File: config.mk
export PLATFORM = sky130hd
export DESIGN_NAME = io_fabric
export DESIGN_NICKNAME = d
export VERILOG_FILES = /design/src/rtl/io_fabric.sv
export SDC_FILE = /design/constraint.sdc
export NUM_CORES = 1
export LEC_CHECK = 0
export ABC_AREA = 1
export BUFFER_PORTS_ARGS = -buffer_cell sky130_fd_sc_hd__buf_2
export CAP_MARGIN = 20
export CORE_AREA = 2 2 177 179
export DETAILED_ROUTE_END_ITERATION = 6
export DIE_AREA = 0 0 179 181
export GPL_TIMING_DRIVEN = 0
export PLACE_DENSITY = 0.3
export SYNTH_ARGS = -nofsm -noshare
export SYNTH_HDL_FRONTEND = slang
export SYNTH_SLANG_ARGS = --single-unit
export TNS_END_PERCENT = 100
File: constraint.sdc
create_clock -name clk -period 1.4 [get_ports clk]
set_input_delay 0.07 -clock clk [delete_from_list [all_inputs] [get_ports clk]]
set_output_delay 0.07 -clock clk [all_outputs]
set_load 0.01 [all_outputs]
File: src/rtl/io_fabric.sv
// io_fabric: I/O bus fabric for the platform top level.
//   Decodes a 64-word I/O window into per-device strobes. It returns the
//   selected device's read data and ack to the CPU. It terminates unmapped
//   accesses, and (optionally) accesses to hung devices, with a one-cycle
//   fabric response. Each error is logged in a status register at STAT_ADDR.
//
// Optional feature macro: IO_FABRIC_TIMEOUT_EN
//   When defined, a 16-bit wait counter terminates mapped accesses that stay
//   unacked for TIMEOUT cycles (cause 1). When undefined, there is no counter
//   and a non-acking device stalls the bus.
//
// Ports:
//   clk, rst     system clock, synchronous active-high reset
//   stb, we      I/O strobe (held until ack) and write enable
//   addr         word address bus_addr[7:2]
//   data_out     read data to the bus
//   ack          transfer complete
//   dev_stb      per-slot strobe (one-hot or zero)
//   dev_dout     per-slot read data, slot i at [32*i+31:32*i]
//   dev_ack      per-slot ack
//   err_trig     one-cycle pulse per logged error
//
// Status register:
//   bit31 valid, bit30 cause, bit29 we, [23:16] saturating error count,
//   [5:0] faulting word address. A write of any data clears it.
module io_fabric #(
  parameter int unsigned          NUM_DEV   = 12,
  parameter logic [6*NUM_DEV-1:0] DEV_BASE  = '0,
  parameter logic [6*NUM_DEV-1:0] DEV_MASK  = '1,
  parameter logic [5:0]           STAT_ADDR = 6'b010000,
  parameter int unsigned          TIMEOUT   = 255
) (
  input  logic                    clk,
  input  logic                    rst,
  input  logic                    stb,
  input  logic                    we,
  input  logic [5:0]              addr,
  output logic [31:0]             data_out,
  output logic                    ack,
  output logic [NUM_DEV-1:0]      dev_stb,
  input  logic [32*NUM_DEV-1:0]   dev_dout,
  input  logic [NUM_DEV-1:0]      dev_ack,
  output logic                    err_trig
);

  if (NUM_DEV < 1 || NUM_DEV > 32 || TIMEOUT < 2 || TIMEOUT > 65535) begin : g_bad_param
    $error("io_fabric: parameter out of range");
  end

  typedef enum logic {IDLE, RESP} state_t;

  state_t             state, state_nx;
  logic [31:0]        status;
  logic               resp_rd;
  logic               resp_err;
  logic [NUM_DEV-1:0] win;
  logic               any_hit;
  logic [31:0]        sel_data;
  logic               sel_ack;
  logic               stat_hit;
  logic               in_idle;
  logic               mapped;
  logic               req_stat;
  logic               req_unmap;
  logic               to_hit;

  // Priority decode: the lowest-index hit wins, so win is one-hot or zero.
  always_comb begin
    win     = '0;
    any_hit = 1'b0;
    for (int unsigned i = 0; i < NUM_DEV; i++) begin
      if (!any_hit &&
          ((addr & DEV_MASK[6*i +: 6]) == (DEV_BASE[6*i +: 6] & DEV_MASK[6*i +: 6]))) begin
        any_hit = 1'b1;
        win[i]  = 1'b1;
      end
    end
  end

  // AND-OR mux over the one-hot select.
  always_comb begin
    sel_data = '0;
    for (int unsigned i = 0; i < NUM_DEV; i++) begin
      if (win[i]) sel_data = sel_data | dev_dout[32*i +: 32];
    end
  end

  assign sel_ack   = |(win & dev_ack);
  assign stat_hit  = (addr == STAT_ADDR);
  assign in_idle   = (state == IDLE);
  assign mapped    = in_idle & stb & ~stat_hit & any_hit;
  assign req_stat  = in_idle & stb & stat_hit;
  assign req_unmap = in_idle & stb & ~stat_hit & ~any_hit;

`ifdef IO_FABRIC_TIMEOUT_EN
  logic [15:0] wait_cnt;

  // A device ack in the same cycle as the final count wins over the timeout.
  assign to_hit = mapped & ~sel_ack & (wait_cnt == 16'(TIMEOUT - 1));

  always_ff @(posedge clk) begin
    if (rst || !in_idle || !stb || ack) begin
      wait_cnt <= '0;
    end else if (mapped) begin
      wait_cnt <= wait_cnt + 16'd1;
    end
  end
`else
  assign to_hit = 1'b0;
`endif

  always_comb begin
    state_nx = state;
    ack      = 1'b0;
    data_out = '0;
    dev_stb  = '0;
    unique case (state)
      IDLE: begin
        if (mapped) begin
          dev_stb  = win;
          data_out = sel_data;
          ack      = sel_ack;
        end
        if (req_stat || req_unmap || to_hit) state_nx = RESP;
      end
      RESP: begin
        ack      = 1'b1;
        data_out = resp_rd ? status : '0;
        state_nx = IDLE;
      end
      default: state_nx = IDLE;
    endcase
  end

  assign err_trig = (state == RESP) & resp_err;

  always_ff @(posedge clk) begin
    if (rst) begin
      state    <= IDLE;
      status   <= '0;
      resp_rd  <= 1'b0;
      resp_err <= 1'b0;
    end else begin
      state <= state_nx;
      if (in_idle) begin
        resp_rd  <= req_stat & ~we;
        resp_err <= req_unmap | to_hit;
        if (req_stat && we) begin
          status <= '0;
        end else if (req_unmap || to_hit) begin
          status <= {1'b1, to_hit, we, 5'b0,
                     (status[23:16] == 8'hFF) ? 8'hFF : status[23:16] + 8'd1,
                     10'b0, addr};
        end
      end
    end
  end

endmodule

==> results of run 1 <==
-- cells in the final DEF (no fill, tap or decap), drive strengths merged --
cell    instances
buf           109
nand2          60
nand3          37
inv            32
nor2           27
dfxtp          19
a21oi          18
conb           11
o21ai          10
clkbuf          7
diode           2
clkinv          2
nand4           1
xor2            1
nand3b          1
ha              1
-- registers in the layout, indices dropped and copies added, names as in the netlist --
name / count
resp_err: 1
resp_rd: 1
state: 1
status: 16
-- area by class of cell --
class | instances | share of cell area, %
multi-input combinational | 167 | 34.64
timing repair buffer | 93 | 20.75
tap | 396 | 17.08
sequential | 19 | 13.55
buffer | 20 | 6.083
inverter | 33 | 4.961
clock buffer | 3 | 2.588
clock inverter | 1 | 0.1726
antenna | 2 | 0.1726
-- power by group --
group          internal, mW  switching, mW  total (mW)
Sequential            0.562         0.0176       0.580
Combinational         0.130          0.154       0.284
Clock                 0.383          0.214       0.597
Total                  1.08          0.385        1.46
-- critical path: stages, from the launching register on --
cell	delay, ns
dfxtp_4	0.36
inv_4	0.04
nand2_4	0.06
inv_4	0.05
nand2_8	0.08
clkinv_8	0.07
buf_12	0.15
buf_12	0.14
nand2_4	0.05
nand2_2	0.04
buf_6	0.11
-- per-layer routing --
layer  wire [um]  share of wire (%)  GRT usage [%]
met4          78                1.1         0.5528
met3         527                7.2          1.662
met5          12               0.16              0
met2        3224                 44          6.508
met1        3469                 47          6.181
-- stage by stage --
stage / std cells / hold WS [ns] / utilization, %
3_5_place_dp: 711 / 0.3538 / 7.858
3_3_place_gp: 711 / 0.3510 / 7.858
4_1_cts: 731 / 0.08531 / 9.107
5_1_grt: 733 / 0.09166 / 9.548
2_1_floorplan: 239 / 0.2011 / -
6_report: 734 / 0.09072 / 9.556
-- cells by family after synthesis --
group,count (synthesis),synth area share (%)
AND/OR/NAND/NOR,126,43.54
flip-flops,19,25.85
XOR/XNOR,1,0.5953
buffers and inverters,53,19.39
AO/OA/AOI/OAI,28,9.524
adder cells (fa/ha/maj),1,0.8502
other,1,0.2549
-- worst min-delay path by stage --
| stage | startpoint | end | slack, ns | depth (start not counted) |
|---|---|---|---|---|
| 6_report | addr[1] | status[1] | 0.09 | 3 |
| 3_3_place_gp | addr[0] | status[0] | 0.35 | 3 |
| 5_1_grt | addr[0] | status[0] | 0.09 | 3 |
| 4_1_cts | addr[0] | status[0] | 0.09 | 3 |
| 2_1_floorplan | addr[4] | state | 0.20 | 2 |
| 3_5_place_dp | addr[0] | status[0] | 0.35 | 3 |
-- repair_timing --
action                                 4_1_cts  5_1_grt
pin swaps                                    4        4
resized for setup                           42       32
hold buffers                                 0        0
buffers inserted                            16        1
cloned                                       0        0
setup endpoints to repair                   32       44
endpoints found under the hold margin        0        0
==> run metrics, run 1 <==
status finished, violations left; failing checks negative setup slack; gr ovfl total 0; post-route cell area roughly 2900 um2; via count around 1700; Worst EP required approximately 1.3 ns; CTS sink cnt 19; port bufs between 70 and 80; row cnt 64; post-synthesis sequential area ratio between 20% and 30%; Fill cells 3526; clock root cell clkbuf_16; Mapped Area 1471 um2; Core ar. ~30000 um2; Cells after Synth approximately 230; Async S/R FF share, synth 0%; Setup crit end data_out[18]; Multi-input gate area around 1000 um2; first-pass detailed-route iteration total 5; R2R setup slack approximately 0.12 ns; H-tree Lvls 1; wire per inst 9.960 um; Syn. warnings 0; CTS Buf Count 3; R2R Path End status[5]; setup tns final -0.5238 ns; worst vdd ir ~0.00050 V; die area around 32000 um2; Leak roughly 1.3 nW; # setup viols final 21; critical path endpoint category output port; first-pass GRT wire length between 10000 and 15000 um; Critical Path Start state; most common cell in the netlist nand2_1; DP Worst Slack -0.1243 ns; max-capacitance violation count 0; DIE HEIGHT 181 um; Crit Path Max Fanout 8; crit path time final 1.476 ns; Post-synth top cells nand2_1 (39), nand3_1 (32), inv_1 (29); Synth top area share roughly a quarter; Power Dens Cells between 500 and 600 nW/um2; Worst setup SP type flip-flop; Synth area leaders dfxtp_1 (26%), nand3_1 (11%), nand2_1 (9.9%), nand2_2 (8.1%), inv_1 (7.4%); HP Class in2reg; GRT Overall Usage 4.402%; FMAX 677.5 MHz; synthesized flop and latch total 19; Main synth FF type dfxtp_1; RSZ-0062 raised after global routing yes; initial DRC count 59; placed inst area 2385 um2; vias in the first global route about 1700; Clock Tree Buf Depth 2; synthesized area per cell 6.425 um2; Final Skew roughly 0.0015 ns; worst path arrival time 1.41 ns; later-pin clock latency in the skew report ~0.25 ns; drt total wl roughly 7300 um; crit path kind reg2out; Initial Utilization under 10%; layout cell share with drive strength beyond 1 between 50% and 60%; Worst Slack Setup Final -0.07606 ns; area delta synth->final 97.11%; Max Slew Vio Count 0; RePlAce Congestion 0.6903; EDFF count, synth 0; detailed-placement wirelength estimate between 6000 and 7000 um; slew margin rel. 62.40%; Overall Power ~1.5 mW; FF/Latch Area 392.9 um2; Final ANT Viol Nets 0; largest net degree at the start of global routing 12; via density per instance 2.366; # IOs 452; Least-Margin Pin Slew roughly 0.56 ns; DRC errors left 0; count of cell types in the netlist 25; DIE WIDTH between 150 and 200 um; Yosys top cell by area dfxtp_1; final-report hold violation count 0; r2r startpoint state; period utilisation layout 105.4%; initial antenna violation count 3; Layout Nets roughly 740; clk slew on worst S/H paths approximately 0.06 ns; Worst R2R Path Depth 9; TritonCTS clock tree done
No activity file was read; power rests on OpenSTA's default activity.
==> inputs of run 2 (changes only) <==
--- a/config.mk
+++ b/config.mk
@@ -6,13 +6,14 @@
 export NUM_CORES = 1
 export LEC_CHECK = 0
 export ABC_AREA = 1
-export BUFFER_PORTS_ARGS = -buffer_cell sky130_fd_sc_hd__buf_2
 export CAP_MARGIN = 20
-export CORE_AREA = 2 2 177 179
+export CORE_AREA = 2 2 176 178
 export DETAILED_ROUTE_END_ITERATION = 6
-export DIE_AREA = 0 0 179 181
+export DIE_AREA = 0 0 178 180
+export DONT_BUFFER_PORTS = 1
 export GPL_TIMING_DRIVEN = 0
 export PLACE_DENSITY = 0.3
+export SLEW_MARGIN = 20
 export SYNTH_ARGS = -nofsm -noshare
 export SYNTH_HDL_FRONTEND = slang
 export SYNTH_SLANG_ARGS = --single-unit
==> run 2 against run 1 <==
The flow still finishes with violations (negative setup slack). Critical path depth fell by 2. Core utilization down 0.96 points. Final area shrank 10%. Die area is 1.1% lower. First-iteration DRC count is 25% lower. Worst setup slack improved by 0.043 ns. Clock skew up 0.0017 ns. Sequential share of layout area is 1.6 points higher. Hold slack got worse by 0.0013 ns. Global-route usage increased by 0.26 points. Total power decreased by 3.3%. Largest power group unchanged.
==> run metrics, run 2 (synthesis gave the netlist of run 1 again) <==
vias in the first global route 1466 (-13%); max-capacitance violation count 0 (unchanged); Sw Share 25.93% (-0.44 points); final-report hold violation count 0 (unchanged); DRC errors left 0 (unchanged); Internal Pwr Total 1.046 mW (-2.7%); critical path endpoint category output port; Final Skew 0.003184 ns (+0.001693 ns); area delta synth->final 76.45%; gr ovfl total 0 (unchanged); Initial Utilization 4.874% (+0.026 points); diodes inserted 0 (-2); period utilisation layout 102.4% (-3.0 points); crit path kind reg2out; Core ar. 30190 um2 (-0.53%); row cnt 64 (unchanged); layout cell share with drive strength beyond 1 38.40% (-14 points); commonest non-fill, non-tap cell in the layout nand2_1; failing checks negative setup slack; Clock Tree Buf Depth 2 (unchanged); DIE HEIGHT 180 um (-0.55%); Layout Nets 671 (-9.8%); R2R setup slack 0.08 ns (-0.04 ns); RSZ-0062 raised after global routing yes; Overall Power 1.412 mW (-3.3%); most frequent cells in the layout nand2_1 (35), inv_1 (29), nand3_1 (27); Reg power frac 41.2% (+1.5 points); first-pass detailed-route iteration total 4 (-1); TritonCTS clock tree done; port bufs 0 (-100%); drt total wl 7650 um (+4.6%); Least-Margin Pin Slew 0.6048 ns (+0.04075 ns); worst path arrival time 1.36 ns (-0.05 ns); Worst EP required 1.33 ns (about the same); later-pin clock latency in the skew report 0.25 ns (about the same); slew margin rel. 59.68% (-2.7 points); CTS sink cnt 19 (unchanged); Crit Path Max Fanout 8 (unchanged); # IOs 452 (unchanged); DIE WIDTH 178 um (-0.56%); initial antenna violation count 0 (-3); GRT Overall Usage 4.659% (+0.26 points); via density per instance 2.281 (-3.6%); first-pass GRT wire length 10480 um (+1.2%); Worst setup SP type flip-flop; Max Slew Vio Count 0 (unchanged); HP Class in2reg; Worst Slack Setup Final -0.03344 ns (+0.04262 ns); worst vdd ir 0.0003374 V (-32%); status finished, violations left; clk slew on worst S/H paths 0.06 ns (about the same); Leak 0.9993 nW (-24%); max reg flops 16 (unchanged); Comb pwr share 16.5% (-2.9 points); initial DRC count 44 (-25%); largest net degree at the start of global routing 12 (unchanged); die area 32040 um2 (-1.1%); clock root cell clkbuf_16; FMAX 697.6 MHz (+3.0%); Biggest register status; P_sw 366.0 uW (-4.9%); Power Dens Cells 543.7 nW/um2 (+8.0%); wire per inst 11.61 um (+17%); # setup viols final 5 (-76%); crit path time final 1.433 ns (-0.04262 ns); detailed-placement wirelength estimate 5757 um (-4.6%); CTS Buf Count 3 (unchanged); WHS 0.08938 ns (-0.001342 ns); Final ANT Viol Nets 0 (unchanged); clock power share 42.3% (+1.4 points); RePlAce Congestion 0.7028 (+1.8%); H-tree Lvls 1 (unchanged); via count 1503 (-13%)
-- run 2: cell count changes in the layout (fill, tap and decap cells not counted), moves of 3 or more --
| cell | previous run | this run |
|---|---|---|
| buf_6 | 14 | 2 |
| nand2_4 | 12 | 22 |
| o21ai_4 | 0 | 3 |
| nand2_2 | 14 | 1 |
| buf_12 | 4 | 1 |
| nand3_2 | 4 | 8 |
| nand3_1 | 31 | 27 |
| buf_2 | 65 | 1 |
| dlygate4sd3_1 | 0 | 8 |
| buf_4 | 26 | 22 |
| nand2_1 | 32 | 35 |
-- run 2: power groups by stage --
stage	clock network (mW)	logic [mW]	registers (mW)
2_1_floorplan	0	0.137	0.587
3_3_place_gp	0	0.173	0.592
3_5_place_dp	0	0.172	0.592
4_1_cts	0.631	0.221	0.580
5_1_grt	0.652	0.260	0.585
6_report	0.597	0.233	0.581
-- run 2: cell type report --
class	count	area, um2
Fill cell	3511	27590
Clock inverter	1	5.005
Clock buffer	3	75.07
Sequential cell	19	392.9
Buffer	19	165.2
Timing Repair Buffer	21	210.2
Inverter	33	150.1
Tap cell	396	495.5
Multi-Input combinational cell	167	1102
-- run 2: worst max-delay path, cell delays in order, from the launching register on --
cell and delay (ns):
dfxtp_4 0.36, inv_4 0.07, nand2_4 0.06, inv_4 0.08, nand2_8 0.08, inv_16 0.11, buf_16 0.16, nand2_4 0.07
nand2_4 0.09
-- run 2: timing repair --
action,in CTS,in global routing
pin swaps,5,6
hold buffers,7,1
gates cloned,1,0
buffers inserted,9,3
resized for setup,63,19
endpoints found under the setup margin,46,42
endpoints found under the hold margin,9,1
-- run 2: final timing paths --
check                           startpoint  cells after the start          end
worst min-delay path               addr[4]                      4      resp_rd
worst min register to register  status[31]                      2   status[31]
worst max register to register       state                      8    status[4]
worst max-delay path                 state                      8  data_out[4]
-- run 2: per-layer routing --
layer	track usage, %	routed length, um	vias to the layer above
li1	-	-	768
met1	6.038	3480	697
met2	6.992	3441	36
met3	2.580	717	2
met4	0.3934	11	0
met5	0	0	-
-- run 2: metrics by stage --
step	cell area [um2]	setup TNS, ns	util [%]	setup slack, ns	cells
after floorplan	1509	0	-	0.2159	239
after global placement	2004	-1.491	6.640	-0.1572	635
after detailed placement	2004	-1.672	6.640	-0.1610	635
after CTS	2497	-0.6001	8.273	-0.1022	656
after global routing	2596	-1.527	8.600	-0.1185	659
final	2596	-0.1117	8.600	-0.03344	659
